`config.mk`:
```
export PLATFORM = sky130hd
export DESIGN_NAME = regfile_port_sequencer_flat
export DESIGN_NICKNAME = d
export VERILOG_FILES = /design/src/rtl/regfile_port_sequencer_if.sv /design/src/rtl/regfile_port_sequencer.sv /design/src/flat_wrapper.sv
export SDC_FILE = /design/constraint.sdc
export NUM_CORES = 1
export LEC_CHECK = 0
export ABC_AREA = 1
export ABC_CLOCK_PERIOD_IN_PS = 1670
export CAP_MARGIN = 20
export CORE_MARGIN = 1.5
export CORE_UTILIZATION = 35
export DETAILED_ROUTE_END_ITERATION = 10
export MAX_ROUTING_LAYER = met4
export PLACE_DENSITY = 0.77
export SYNTH_ARGS = -nofsm -noshare
export SYNTH_HDL_FRONTEND = slang
export SYNTH_SLANG_ARGS = --single-unit
```
`constraint.sdc`:
```
create_clock -name clk -period 1.67 [get_ports clk]
set_input_delay 0.167 -clock clk [delete_from_list [all_inputs] [get_ports clk]]
set_output_delay 0.167 -clock clk [all_outputs]
set_load 0.03 [all_outputs]
```
`src/rtl/regfile_port_sequencer_if.sv`:
```
// Decode/writeback request bus plus register-file RAM port shared with the port sequencer.
// The slave side is the sequencer; the master side is decode, writeback and the RAM.
interface regfile_port_sequencer_if #(
  parameter int unsigned DATA_W = 32,
  parameter int unsigned ADDR_W = 5
);
  logic              rd_req;
  logic [ADDR_W-1:0] rs_addr;
  logic [ADDR_W-1:0] rt_addr;
  logic              rd_done;
  logic [DATA_W-1:0] rs_data;
  logic [DATA_W-1:0] rt_data;
  logic              wr_valid;
  logic [ADDR_W-1:0] wr_addr;
  logic [DATA_W-1:0] wr_data;
  logic              wr_ready;
  logic              rf_en;
  logic              rf_we;
  logic [ADDR_W-1:0] rf_addr;
  logic [DATA_W-1:0] rf_wdata;
  logic [DATA_W-1:0] rf_rdata;
  logic              busy;

  modport master (
    output rd_req, rs_addr, rt_addr, wr_valid, wr_addr, wr_data, rf_rdata,
    input  rd_done, rs_data, rt_data, wr_ready, rf_en, rf_we, rf_addr, rf_wdata, busy
  );

  modport slave (
    input  rd_req, rs_addr, rt_addr, wr_valid, wr_addr, wr_data, rf_rdata,
    output rd_done, rs_data, rt_data, wr_ready, rf_en, rf_we, rf_addr, rf_wdata, busy
  );
endinterface

```
`src/rtl/regfile_port_sequencer.sv`:
```
// Arbitrates the single-port register-file RAM between the two-operand decode read
// sequence and writeback, with $zero forced to read as 0 and never written.
module regfile_port_sequencer #(
  parameter int unsigned DATA_W = 32,
  parameter int unsigned ADDR_W = 5
) (
  input logic                     clk,
  input logic                     rst,
  regfile_port_sequencer_if.slave bus
);

  typedef enum logic [1:0] {StIdle, StRs, StRt, StFin} state_e;

  state_e            state_q, state_d;
  logic [ADDR_W-1:0] rs_q, rs_d, rt_q, rt_d;
  logic [DATA_W-1:0] rs_data_q, rs_data_d, rt_data_q, rt_data_d;
  logic              rd_done_q, rd_done_d;
  logic              rd_prio_q, rd_prio_d;
  logic              rd_ok, wr_grant;
  logic              rf_en, rf_we;
  logic [ADDR_W-1:0] rf_addr;
  logic [DATA_W-1:0] rf_wdata;

  always_comb begin
    state_d   = state_q;
    rs_d      = rs_q;
    rt_d      = rt_q;
    rs_data_d = rs_data_q;
    rt_data_d = rt_data_q;
    rd_done_d = 1'b0;
    rd_prio_d = rd_prio_q;
    wr_grant  = 1'b0;
    rf_en     = 1'b0;
    rf_we     = 1'b0;
    rf_addr   = '0;
    rf_wdata  = '0;
    // Masking with rd_done stops a held request from re-triggering as it is dropped.
    rd_ok     = bus.rd_req & ~rd_done_q;

    unique case (state_q)
      StIdle: begin
        if (bus.wr_valid && (!rd_ok || !rd_prio_q)) begin
          wr_grant = 1'b1;
          if (rd_ok) rd_prio_d = 1'b1;
        end else if (rd_ok) begin
          state_d   = StRs;
          rs_d      = bus.rs_addr;
          rt_d      = bus.rt_addr;
          rd_prio_d = 1'b0;
          rf_en     = 1'b1;
          rf_addr   = bus.rs_addr;
        end
      end
      StRs: begin
        rs_data_d = (rs_q == '0) ? '0 : bus.rf_rdata;
        rf_en     = 1'b1;
        rf_addr   = rt_q;
        state_d   = StRt;
      end
      StRt: begin
        rt_data_d = (rt_q == '0) ? '0 : bus.rf_rdata;
        rd_done_d = 1'b1;
        state_d   = StFin;
      end
      StFin: begin
        wr_grant = bus.wr_valid;
        state_d  = StIdle;
      end
      default: state_d = StIdle;
    endcase

    // A write to $zero completes the handshake without touching the RAM.
    if (wr_grant && (bus.wr_addr != '0)) begin
      rf_en    = 1'b1;
      rf_we    = 1'b1;
      rf_addr  = bus.wr_addr;
      rf_wdata = bus.wr_data;
    end

    if (rst) begin
      wr_grant = 1'b0;
      rf_en    = 1'b0;
      rf_we    = 1'b0;
    end
  end

  always_ff @(posedge clk) begin
    if (rst) begin
      state_q   <= StIdle;
      rs_q      <= '0;
      rt_q      <= '0;
      rs_data_q <= '0;
      rt_data_q <= '0;
      rd_done_q <= 1'b0;
      rd_prio_q <= 1'b0;
    end else begin
      state_q   <= state_d;
      rs_q      <= rs_d;
      rt_q      <= rt_d;
      rs_data_q <= rs_data_d;
      rt_data_q <= rt_data_d;
      rd_done_q <= rd_done_d;
      rd_prio_q <= rd_prio_d;
    end
  end

  assign bus.rd_done  = rd_done_q;
  assign bus.rs_data  = rs_data_q;
  assign bus.rt_data  = rt_data_q;
  assign bus.wr_ready = wr_grant;
  assign bus.rf_en    = rf_en;
  assign bus.rf_we    = rf_we;
  assign bus.rf_addr  = rf_addr;
  assign bus.rf_wdata = rf_wdata;
  assign bus.busy     = (state_q != StIdle);

endmodule

```
`src/flat_wrapper.sv`:
```
// flat-port wrapper written by rule: the top's interface ports become plain ports
module regfile_port_sequencer_flat 
#(
  parameter int unsigned DATA_W = 32,
  parameter int unsigned ADDR_W = 5
)
  (clk, rst, bus_rd_req, bus_rs_addr, bus_rt_addr, bus_wr_valid, bus_wr_addr, bus_wr_data, bus_rf_rdata, bus_rd_done, bus_rs_data, bus_rt_data, bus_wr_ready, bus_rf_en, bus_rf_we, bus_rf_addr, bus_rf_wdata, bus_busy);
  regfile_port_sequencer_if #(.DATA_W(DATA_W), .ADDR_W(ADDR_W)) bus_i ();
  input logic clk;
  input logic rst;
  input wire logic [$bits(bus_i.rd_req)-1:0] bus_rd_req;
  input wire logic [$bits(bus_i.rs_addr)-1:0] bus_rs_addr;
  input wire logic [$bits(bus_i.rt_addr)-1:0] bus_rt_addr;
  input wire logic [$bits(bus_i.wr_valid)-1:0] bus_wr_valid;
  input wire logic [$bits(bus_i.wr_addr)-1:0] bus_wr_addr;
  input wire logic [$bits(bus_i.wr_data)-1:0] bus_wr_data;
  input wire logic [$bits(bus_i.rf_rdata)-1:0] bus_rf_rdata;
  output wire logic [$bits(bus_i.rd_done)-1:0] bus_rd_done;
  output wire logic [$bits(bus_i.rs_data)-1:0] bus_rs_data;
  output wire logic [$bits(bus_i.rt_data)-1:0] bus_rt_data;
  output wire logic [$bits(bus_i.wr_ready)-1:0] bus_wr_ready;
  output wire logic [$bits(bus_i.rf_en)-1:0] bus_rf_en;
  output wire logic [$bits(bus_i.rf_we)-1:0] bus_rf_we;
  output wire logic [$bits(bus_i.rf_addr)-1:0] bus_rf_addr;
  output wire logic [$bits(bus_i.rf_wdata)-1:0] bus_rf_wdata;
  output wire logic [$bits(bus_i.busy)-1:0] bus_busy;
  assign bus_i.rd_req = bus_rd_req;
  assign bus_i.rs_addr = bus_rs_addr;
  assign bus_i.rt_addr = bus_rt_addr;
  assign bus_i.wr_valid = bus_wr_valid;
  assign bus_i.wr_addr = bus_wr_addr;
  assign bus_i.wr_data = bus_wr_data;
  assign bus_i.rf_rdata = bus_rf_rdata;
  assign bus_rd_done = bus_i.rd_done;
  assign bus_rs_data = bus_i.rs_data;
  assign bus_rt_data = bus_i.rt_data;
  assign bus_wr_ready = bus_i.wr_ready;
  assign bus_rf_en = bus_i.rf_en;
  assign bus_rf_we = bus_i.rf_we;
  assign bus_rf_addr = bus_i.rf_addr;
  assign bus_rf_wdata = bus_i.rf_wdata;
  assign bus_busy = bus_i.busy;
  regfile_port_sequencer #(.DATA_W(DATA_W), .ADDR_W(ADDR_W)) u_core (.clk(clk), .rst(rst), .bus(bus_i));
endmodule
```
Word level (Yosys, flattened, before mapping). Index checks and enable logic that the tools add are counted.

Input bits: 83. Output and inout port bits: 106. Logic and storage cells: 52. Register bits after elaboration: 78.

Reductions and logical operators: 13. Bitwise gates (word level): 3. Mux-type cells: 24. Eq/ne operators: 5.

Operators with widths (count): 32-bit 2-to-1 mux (3); 5-bit 2-to-1 mux (3); 1-bit 2-to-1 mux (12); 5-bit logical NOT (2); 5-bit one-hot mux with 2 select lines (1); 2-bit one-hot mux with 4 select lines (1); 5-bit nonzero test (1); 2-bit equality test (second input constant) (2); 2-bit 2-to-1 mux (2); 1-bit one-hot mux with 2 select lines (2); 2-bit AND reduction (2); 3-bit AND reduction (1); 2-bit by 1-bit equality test with 1-bit output (second input constant) (1); 1-bit logical AND (2); 1-bit logical NOT (2); 2-bit logical NOT (1); 2-bit by 1-bit != test with 1-bit output (second input constant) (1); 2-bit != test (second input constant) (1); 1-bit NOT (2); 2-bit nonzero test (1); 1-bit AND (1); 1-bit logical OR (1).

Logic depth before layout (Yosys ltp). Gate-level depths: netlist of run 1.

Depth in word-level cells: 10. Gate-level depth with buffers: 8. Mapped depth without buffers: 7.

Least setup slack after synthesis of run 1. OpenSTA, ideal clock, no wires.

Path kind: register -> output. Start point: reg u_core.state_q[0]. End point: out bus_rf_en. Data required time: 1503 ps. Slack: -206 ps. Arrival time: 1709 ps. Buffers on the path: 1. Cell stages (with the launch flop): 7. Cell sequence: dfxtp_1 -> inv_1 -> ha_1 -> nor2_2 -> nand3_4 -> buf_6 -> a21oi_1.

Cells in the longest elaborated chain, start to end: 5. Elaborated cells on any way between the ends: 8. Those cells by class: eq/ne (2); mux (4); reduce/logical (2).

Ends and longest elaborated chain: start: declaration (line regfile_port_sequencer.sv:14) `state_e state_q, state_d;`; start signal: assignment (line regfile_port_sequencer.sv:89) `state_q <= StIdle;`; start signal: assignment (line regfile_port_sequencer.sv:97) `state_q <= state_d;`; 2-bit equality test / 2-bit logical NOT (equally long branches) (line regfile_port_sequencer.sv:40) `unique case (state_q)`; 1-bit one-hot mux with 2 select lines (line regfile_port_sequencer.sv:40); 1-bit logical AND (line regfile_port_sequencer.sv:73) `if (wr_grant && (bus.wr_addr != '0)) begin`; 1-bit 2-to-1 mux * (line regfile_port_sequencer.sv:73); 1-bit 2-to-1 mux * (line regfile_port_sequencer.sv:80) `if (rst) begin`; end: declaration (line flat_wrapper.sv:22) `output wire logic [$bits(bus_i.rf_en)-1:0] bus_rf_en;`.

Mark *: on every way between the ends. The rest lies on a longest branch, timed or not.

Worst setup path in the final report of run 1.
Start point: reg u_core.state_q[0]. End point: out bus_rf_wdata[19].

Cells in the longest elaborated chain, start to end: 4. Elaborated cells on any way between the ends: 5. Those cells by class: eq/ne (1); mux (2); reduce/logical (2).

Ends and longest elaborated chain: 2-bit equality test / 2-bit logical NOT (equally long branches) (line regfile_port_sequencer.sv:40); 1-bit one-hot mux with 2 select lines * (line regfile_port_sequencer.sv:40); 1-bit logical AND * (line regfile_port_sequencer.sv:73); 32-bit 2-to-1 mux * (line regfile_port_sequencer.sv:73); end: declaration (line flat_wrapper.sv:25) `output wire logic [$bits(bus_i.rf_wdata)-1:0] bus_rf_wdata;`.

Marked as above.

==> run_results.csv, run 1 <==
group,metric,value,unit
clocking,root_buffer,"clkbuf_8",
sta,slew-limit-headroom,71.2,%
pwr,vdd_drop_max,0.00103,V
clocking,htreeDepth,3,
final_layout,final_util,65.2,%
pwr,p_total,11500,µW
routing,dr.pass1.iters,4,
final_layout,multi_input_area,1750,µm²
final_layout,drive_above_1_share,21.9,%
placement,port_buffers,188,
placement,placed_cells,773,
global_routing,use_met3,8.28,%
die,floorplan.initialDensity,36.6,%
clocking,clk-insertion-delay-late,0.34,ns
die,core_area,9370,µm²
setup_path,worstPathCellList,"inv_2 > ha_4 > nor2_4 > nand3_4 > buf_4 > nor2_2 > buf_4",
setup_path,reg2reg_slack,0.10,ns
job,cap_viol_max_count,0,
global_routing,met2_usage,41.9,%
final_layout,finalNonFillerCells,797,
routing,drt-total-wl,12600,µm
yosys,avgSynthCellArea,7.35,µm²
yosys,yosysTopAreaCellShare,45.6,%
routing,drtAntennaViolNets,0,
final_layout,ff_latch_area,1560,µm²
final_layout,n_antenna_cell,0,
setup_path,slowest_delay,0.34,ns
sta,rsz0062_at_grt,"true",
global_routing,grt_max_degree,66,
yosys,netlist_area,3430,µm²
die,die_h,102,µm
sta,fmax,0.508,GHz
sta,finalSetupTns,-9.06,ns
global_routing,grt-ovfl-total,0,
yosys,synth_seq_cells,78,
sta,fin_ws,-0.299,ns
sta,post-route-period-util,118,%
setup_path,worstPathRequired,1.50,ns
routing,wire_per_inst,15.8,µm
clocking,cts_tree,"yes",
die,ioPinCount,189,
setup_path,cpMostUsedCell,"buf_4",
clocking,cts_max_path_buffers,2,
routing,drt_iter0_markers,144,
outcome,status,"finished with violations",
outcome,violations,"setup timing",
setup_path,worstSetupEndpointType,"output port",
global_routing,grt.busiest_layer,"met2",
yosys,syn_nets,553,
sta,setup_viol,40,
setup_path,crit_type,"reg -> out",
routing,dr_total_vias,3922,
pwr,p_leak,0.00252,µW
global_routing,grt_pass1_vias,3750,
placement,gp_congestion,0.912,
yosys,netlist_instances,466,
setup_path,ff2ff_path_depth,10,
clocking,cts_made_buffers,9,
clocking,path_clk_slew,0.08,ns
setup_path,crit_start,"u_core.state_q[0]",
die,fp.dieArea,10400,µm²
global_routing,grt_pass1_wl,18600,µm
global_routing,grt_antenna_before_repair,0,
setup_path,critPathSlowestCell,"dfxtp_2",
routing,viasPerCell,4.92,
final_layout,syn2layout_area_growth,78.3,%
sta,drv_slew,0,
sta,hold_viol,0,
setup_path,timing.rr.end,"u_core.state_q[0]",
final_layout,fill_cells,796,
worst_hold_path,hp-class,"in -> reg",
setup_path,worstReg2RegStart,"u_core.state_q[0]",
yosys,synth_area_leader_cell,"dfxtp_1",
final_layout,layout.nets,750,
sta,tightest_slew,0.431,ns
global_routing,grt_use_total,23.7,%
clocking,cts_sinks,78,
routing,drc_errors,0,
yosys,ys.warnings.count,0,
sta,fin_crit,1.97,ns
worst_hold_path,hold_path.startpoint,"bus_rf_rdata[17]",
yosys,seq_area_frac_synth,45.6,%
die,rows,35,
pwr,powerDensity,1870,nW/µm²
setup_path,cp_max_fo,7,
placement,dp_hpwl,8440,µm
global_routing,grt_util_met1,24.3,%
setup_path,crit_arrival,1.80,ns
sta,finClkSkew,0.00838,ns
setup_path,critPathLaunchType,"flop",
yosys,synth_area_leaders,"dfxtp_1 46%, a21oi_1 11%, o21ai_0 11%",
die,dieWidth,102,µm
setup_path,critPathCapture,"bus_rf_wdata[19]",
yosys,yosys.cell_types.count,24,
stage by stage:
stage | hold WS [ns] | instance area [µm²] | worst slack [ns]
after floorplan | 0.310 | 3540 | -0.0642
after global placement | 0.452 | 5620 | -0.111
after detailed placement | 0.452 | 5620 | -0.170
after CTS | 0.387 | 6030 | -0.260
after global routing | 0.405 | 6110 | -0.365
final | 0.396 | 6110 | -0.299
routing by layer:
layer | wire length [µm] | part of all wire, %
met1 | 4560 | 36
met2 | 6480 | 51
met4 | 261 | 2.1
met5 | 0 | 0
met3 | 1340 | 11
sequential cells by signal, summed over array words and instances (netlist names):
register,count
u_core.bus.rd_done,1
u_core.bus.rs_data,32
u_core.bus.rt_data,32
u_core.rd_prio_q,1
u_core.rs_q,5
u_core.rt_q,5
u_core.state_q,2
cells in the final DEF (no fill, tap or decap), types with 9 or more instances in the layout:
master	count
clkdlybuf4s50_1	146
nand2_1	79
dfxtp_1	76
a21oi_1	75
o21ai_0	70
inv_1	48
nor2_4	33
buf_4	32
buf_6	30
clkbuf_8	11
buf_12	9
cell usage after synthesis, drive strengths merged:
| cell | n |
|---|---|
| nand3b | 1 |
| ha | 4 |
| nor2 | 39 |
| nand3 | 8 |
| inv | 52 |
| nand4 | 8 |
| o21ai | 75 |
| nand2 | 87 |
| o22ai | 2 |
| buf | 8 |
| clkbuf | 26 |
| dfxtp | 78 |
| nor3 | 2 |
| a21oi | 76 |
worst min path at each step:
stage | slack (ns) | endpoint | cells past startpoint
floorplan | 0.31 | u_core.bus.rs_data[10] | 2
global placement | 0.45 | u_core.rs_q[3] | 2
detailed placement | 0.45 | u_core.rs_q[3] | 2
CTS | 0.39 | u_core.bus.rs_data[17] | 3
global route | 0.40 | u_core.bus.rt_data[7] | 3
finish | 0.40 | u_core.bus.rs_data[17] | 3
report_power, final:
part           internal [µW]  switching (µW)  total, µW
sequential              2510             308       2820
combinational           2910            4410       7320
clock                    625             687       1310
total                   6050            5400      11500
critical path, delay by kind of cell, from the launching register on:
family        cells  cell delay [ns]
flops             1             0.34
simple gates      3             0.42
fa+ha+maj         1             0.24
buf+inv           3             0.46
kinds of logic after synthesis:
| logic type | share of synthesized area [%] |
|---|---|
| AO/OA/AOI/OAI | 22.4 |
| buffers and inverters | 10.2 |
| adder cells (fa/ha/maj) | 1.46 |
| flip-flops | 45.6 |
| AND/OR/NAND/NOR | 20.4 |
final cells by class:
type,count,share of cell area (%)
timing repair buffer,219,36.9
sequential,78,25.6
tap,129,2.64
multi-input combinational,303,28.6
inverter,52,3.19
clock buffer,12,2.54
clock inverter,4,0.471
what timing repair did:
action / 4_1_cts / 5_1_grt
endpoints found under the setup margin: 41 / 40
hold buffers: 0 / 0
buffers inserted: 3 / 3
resized for setup: 49 / 17
gates cloned: 2 / 0
pin swaps: 5 / 8
No activity file was read; power rests on OpenSTA's default activity.
==> run 2: changes to the inputs <==
--- a/config.mk
+++ b/config.mk
@@ -6,7 +6,7 @@
 export NUM_CORES = 1
 export LEC_CHECK = 0
 export ABC_AREA = 1
-export ABC_CLOCK_PERIOD_IN_PS = 1670
+export ABC_CLOCK_PERIOD_IN_PS = 1600
 export CAP_MARGIN = 20
 export CORE_MARGIN = 1.5
 export CORE_UTILIZATION = 35
==> constraint.sdc (replaced) <==
create_clock -name clk -period 1.6 [get_ports clk]
set_input_delay 0.16 -clock clk [delete_from_list [all_inputs] [get_ports clk]]
set_output_delay 0.16 -clock clk [all_outputs]
set_load 0.03 [all_outputs]
==> run 2 against run 1 <==
The flow still finishes with violations (setup timing); first-iteration DRC count decreased by 30%; non-clock buffer count is 5 lower; clock power up 4%; clock skew shrank 0.0011 ns; combinational power barely moved; clock-buffer cell count fell by 3; flip-flop and latch count stayed put; register-to-register slack improved by 0.09 ns; utilization shrank 0.89 points; via count down 1.9%; critical path depth unchanged; critical path type unchanged.
==> run_results.csv, run 2 (synthesis results as in run 1) <==
group,metric,value,unit
outcome,status,"finished with violations",
outcome,violations,"setup timing",
setup_path,worstReg2RegStart,"u_core.state_q[0]",
final_layout,final_common_cell,"clkdlybuf4s50_1",
routing,dr.pass1.iters,4,
die,ioPinCount,189,
setup_path,critPathLaunchType,"flop",
sta,tightest_slew,0.387,ns
pwr,seqPwrFrac,25.4,%
setup_path,worstPathRequired,1.44,ns
sta,drv_slew,0,
die,floorplan.initialDensity,36.6,%
clocking,htreeDepth,3,
final_layout,design_area,6030,µm²
placement,placed_cell_area,5600,µm²
clocking,cts_sinks,78,
pwr,pwr-share-comb,63.0,%
sta,rsz0062_at_grt,"true",
clocking,cts_max_path_buffers,2,
placement,gp_congestion,0.805,
setup_path,critPathSlowestCell,"dfxtp_2",
die,core_area,9370,µm²
setup_path,cp_max_fo,17,
final_layout,layout.nets,744,
setup_path,slowest_delay,0.34,ns
global_routing,grt_max_degree,66,
sta,setup_viol,40,
global_routing,grt_pass1_vias,3790,
routing,wire_per_inst,14.4,µm
pwr,clkPwrFrac,11.7,%
global_routing,grt-ovfl-total,0,
sta,slew-limit-headroom,74.2,%
routing,drt-total-wl,11400,µm
final_layout,final_cell_mix,"140 x clkdlybuf4s50_1, 76 x dfxtp_1, 75 x nand2_1, 75 x a21oi_1, 69 x o21ai_0",
sta,fin_crit,1.88,ns
final_layout,drive_above_1_share,22.5,%
setup_path,critPathCapture,"bus_rf_wdata[13]",
placement,port_buffers,188,
setup_path,worstSetupEndpointType,"output port",
global_routing,grt_pass1_wl,17600,µm
clocking,cts_made_buffers,9,
clocking,clk-insertion-delay-late,0.35,ns
placement,dp_hpwl,8130,µm
clocking,path_clk_slew,0.09,ns
pwr,switching_share,47.7,%
setup_path,crit_start,"u_core.state_q[0]",
final_layout,finalNonFillerCells,791,
pwr,netSwitchingPower,5570,µW
setup_path,crit_type,"reg -> out",
routing,drt_iter0_markers,101,
setup_path,reg2reg_slack,0.19,ns
job,cap_viol_max_count,0,
routing,viasPerCell,4.86,
setup_path,worstPathCellList,"inv_2 > ha_4 > nor2_4 > nand3_4 > buf_12 > nor2_2 > buf_6",
setup_path,ff2ff_path_depth,5,
sta,fmax,0.532,GHz
final_layout,n_antenna_cell,0,
sta,finalSetupTns,-9.12,ns
clocking,cts_tree,"yes",
final_layout,syn2layout_area_growth,75.9,%
sta,fin_hold_ws,0.386,ns
sta,fin_ws,-0.278,ns
sta,finClkSkew,0.00729,ns
routing,dr_total_vias,3847,
pwr,p_total,11700,µW
pwr,p_int,6100,µW
clocking,root_buffer,"clkbuf_8",
sta,post-route-period-util,117,%
worst_hold_path,hp-class,"in -> reg",
global_routing,grt_antenna_before_repair,0,
pwr,p_leak,0.00260,µW
die,die_h,102,µm
die,fp.dieArea,10400,µm²
setup_path,timing.rr.end,"u_core.bus.rs_data[5]",
routing,drc_errors,0,
pwr,vdd_drop_max,0.00100,V
routing,drtAntennaViolNets,0,
die,dieWidth,102,µm
setup_path,crit_arrival,1.72,ns
global_routing,grt_use_total,22.1,%
placement,placed_cells,773,
die,rows,35,
sta,hold_viol,0,
pwr,powerDensity,1940,nW/µm²
[run 2: layer usage]
layer  part of all wire (%)  global-route usage (%)  vias to the layer above
li1                       -                       -                     1890
met1                     39                    24.0                     1756
met2                     50                    38.6                      177
met3                    8.6                    6.02                       24
met4                    2.3                    8.54                        0
met5                      0                       -                        -
[run 2: layout make-up]
class	instances	area, µm²
Fill cell	810	3340
Tap cell	129	161
Clock inverter	7	57.6
Multi-Input combinational cell	302	1730
Clock buffer	9	124
Sequential cell	78	1560
Inverter	52	195
Timing Repair Buffer	214	2190
[run 2: power by group through the flow]
stage	clock, µW	sequential, µW	combinational, µW
floorplan	0	4110	2990
global placement	0	2950	6830
detailed placement	0	2970	6940
CTS	1410	2960	7340
global route	1470	3040	7860
finish	1360	2960	7340
[run 2: metrics by stage]
stage                     utilization, %  worst slack [ns]
after CTS                           64.0            -0.262
final                               64.3            -0.278
after floorplan                        -          0.000238
after global placement              59.8           -0.0196
after detailed placement            59.8           -0.0639
after global routing                64.3            -0.349
[run 2: how the worst min path moves through the flow]
stage	startpoint	endpoint	slack, ns	cells after the start
after floorplan	bus_rf_rdata[10]	u_core.bus.rs_data[10]	0.30	2
after global placement	u_core.rs_q[1]	u_core.rs_q[1]	0.45	2
after detailed placement	u_core.rs_q[3]	u_core.rs_q[3]	0.46	2
after CTS	bus_rf_rdata[19]	u_core.bus.rs_data[19]	0.37	3
after global routing	bus_rf_rdata[28]	u_core.bus.rt_data[28]	0.40	3
final	bus_rf_rdata[28]	u_core.bus.rt_data[28]	0.39	3
[run 2: timing repair]
action,in CTS,in global routing
endpoints found under the setup margin,41,46
gates resized for setup,64,10
pin swaps,5,8
buffers inserted,2,0
hold buffers,0,0
[run 2: critical path, delay by kind of cell (launching register included)]
kind          cells  cell delay [ns]
simple gates      3             0.38
buf+inv           3             0.41
fa+ha+maj         1             0.25
flops             1             0.34
==> run 3: changes to the inputs <==
--- a/config.mk
+++ b/config.mk
@@ -13,6 +13,7 @@
 export DETAILED_ROUTE_END_ITERATION = 10
 export MAX_ROUTING_LAYER = met4
 export PLACE_DENSITY = 0.77
+export SETUP_SLACK_MARGIN = 0.2
 export SYNTH_ARGS = -nofsm -noshare
 export SYNTH_HDL_FRONTEND = slang
 export SYNTH_SLANG_ARGS = --single-unit
==> run 3 against run 2 <==
The flow still finishes with violations (setup timing); worst setup slack worse by 0.013 ns; maximum frequency is 0.68% lower; final area is 0.77% higher; non-clock buffer count is 3 lower; total power is 1.1% higher; combinational power is 2% lower; cell count is 0.51% lower; clock skew is 0.0011 ns lower; die area stayed put; first-iteration DRC count is 3.0% lower; utilization is 0.49 points higher; critical path type unchanged; critical endpoint is now bus_rf_en; largest power group unchanged.
==> run_results.csv, run 3 (synthesis results as in run 1) <==
group,metric,value,unit
setup_path,worstSetupEndpointType,"output port",
die,ioPinCount,189,
die,dieWidth,102,µm
global_routing,grt-ovfl-total,0,
routing,drtAntennaViolNets,0,
die,floorplan.initialDensity,36.6,%
global_routing,grt_pass1_vias,3639,
setup_path,crit_arrival,1.73,ns
global_routing,grt_pass1_wl,16900,µm
setup_path,critPathLaunchType,"flop",
clocking,htreeDepth,3,
global_routing,grt_antenna_before_repair,0,
sta,setup_viol,40,
routing,wire_per_inst,14.7,µm
job,cap_viol_max_count,0,
final_layout,final_util,64.8,%
routing,drt_iter0_markers,98,
setup_path,reg2reg_slack,0.26,ns
die,rows,35,
worst_hold_path,hp-class,"in -> reg",
setup_path,ff2ff_path_depth,6,
clocking,path_clk_slew,0.08,ns
routing,drt-total-wl,11600,µm
routing,viasPerCell,4.88,
setup_path,worstReg2RegStart,"u_core.state_q[1]",
sta,post-route-period-util,118,%
placement,placed_cells,770,
global_routing,grt_use_total,21.1,%
final_layout,n_antenna_cell,0,
sta,fmax,0.529,GHz
setup_path,worstPathRequired,1.44,ns
setup_path,critPathCapture,"bus_rf_en",
routing,drc_errors,0,
sta,fin_crit,1.89,ns
setup_path,crit_start,"u_core.state_q[0]",
final_layout,layout.nets,741,
clocking,root_buffer,"clkbuf_8",
placement,gp_congestion,0.845,
clocking,clk-insertion-delay-late,0.35,ns
final_layout,finalNonFillerCells,787,
die,fp.dieArea,10400,µm²
final_layout,final_cell_mix,"82 x clkdlybuf4s50_1, 75 x nand2_1, 75 x a21oi_1, 75 x dfxtp_1, 65 x dlygate4sd2_1",
pwr,vdd_drop_max,0.00108,V
sta,finClkSkew,0.00615,ns
global_routing,grt_max_degree,71,
sta,fin_ws,-0.291,ns
final_layout,final_common_cell,"clkdlybuf4s50_1",
clocking,cts_made_buffers,9,
die,core_area,9370,µm²
clocking,cts_max_path_buffers,2,
routing,dr_total_vias,3839,
die,die_h,102,µm
outcome,violations,"setup timing",
sta,tightest_slew,0.347,ns
pwr,powerDensity,1940,nW/µm²
outcome,status,"finished with violations",
sta,rsz0062_at_grt,"true",
clocking,cts_tree,"yes",
sta,hold_viol,0,
placement,port_buffers,188,
sta,fin_hold_ws,0.385,ns
setup_path,cp_max_fo,7,
routing,dr.pass1.iters,5,
setup_path,timing.rr.end,"u_core.bus.rs_data[16]",
setup_path,crit_type,"reg -> out",
final_layout,fill_cells,808,
clocking,cts_sinks,78,
final_layout,drive_above_1_share,21.9,%
clocking,postCtsSetupRepairBufs,0,
sta,slew-limit-headroom,77.0,%
pwr,p_leak,0.00279,µW
final_layout,syn2layout_area_growth,77.2,%
sta,drv_slew,0,
placement,dp_hpwl,7960,µm
-- run 3: report_power, final --
group          switching [µW]  total [µW]  leakage, µW  internal (µW)
logic                    4550        7200      0.00205           2650
registers                 316        2940     0.000639           2620
clock network             742        1660     0.000105            915
-- run 3: through the flow --
stage               instance area (µm²)  setup WS (ns)  total power, µW  TNS [ns]
CTS                                6000         -0.328            11700    -11.23
detailed placement                 5660        -0.0579            10000    -0.638
global route                       6070         -0.377            12500    -13.39
floorplan                          3630         0.0666             7240         0
finish                             6070         -0.291            11800    -10.35
global placement                   5660        -0.0241             9930    -0.457
-- run 3: metal layers --
metal | part of all wire, % | vias up | GRT usage, % | wire (µm)
met5 | 0 | - | - | 0
met3 | 8.6 | 11 | 4.92 | 993
met2 | 50 | 173 | 35.9 | 5810
met1 | 40 | 1768 | 24.9 | 4680
met4 | 1.1 | 0 | 6.53 | 122
li1 | - | 1887 | - | -
-- run 3: cell type report --
cell class	count	area, µm²	share of cell area (%)
repair buffers	211	2150	35.4
clock inverters	5	83.8	1.38
inverters	52	198	3.26
well taps	129	161	2.66
multi-input cells	302	1780	29.3
clock buffers	10	138	2.27
flip-flops and latches	78	1570	25.8
-- run 3: timing repair --
| item | CTS | global route |
|---|---|---|
| cloned | 0 | 2 |
| resized for setup | 124 | 14 |
| pin swaps | 1 | 2 |
| setup endpoints to repair | 124 | 92 |
| hold buffers | 0 | 0 |
-- run 3: worst min-delay path by stage --
stage / start / end / slack (ns) / cells after the start
2_1_floorplan: bus_rf_rdata[10] / u_core.bus.rs_data[10] / 0.30 / 2
3_3_place_gp: u_core.rs_q[1] / u_core.rs_q[1] / 0.45 / 2
3_5_place_dp: u_core.rs_q[2] / u_core.rs_q[2] / 0.45 / 2
4_1_cts: bus_rf_rdata[24] / u_core.bus.rt_data[24] / 0.38 / 3
5_1_grt: bus_rf_rdata[2] / u_core.bus.rt_data[2] / 0.39 / 3
6_report: bus_rf_rdata[19] / u_core.bus.rs_data[19] / 0.38 / 3
-- run 3: worst max-delay path: stages (launching register included) --
cell,delay (ns)
dfxtp_2,0.36
inv_2,0.06
ha_4,0.25
nor2_4,0.11
nand3_4,0.15
buf_12,0.20
a21oi_4,0.12
buf_6,0.14
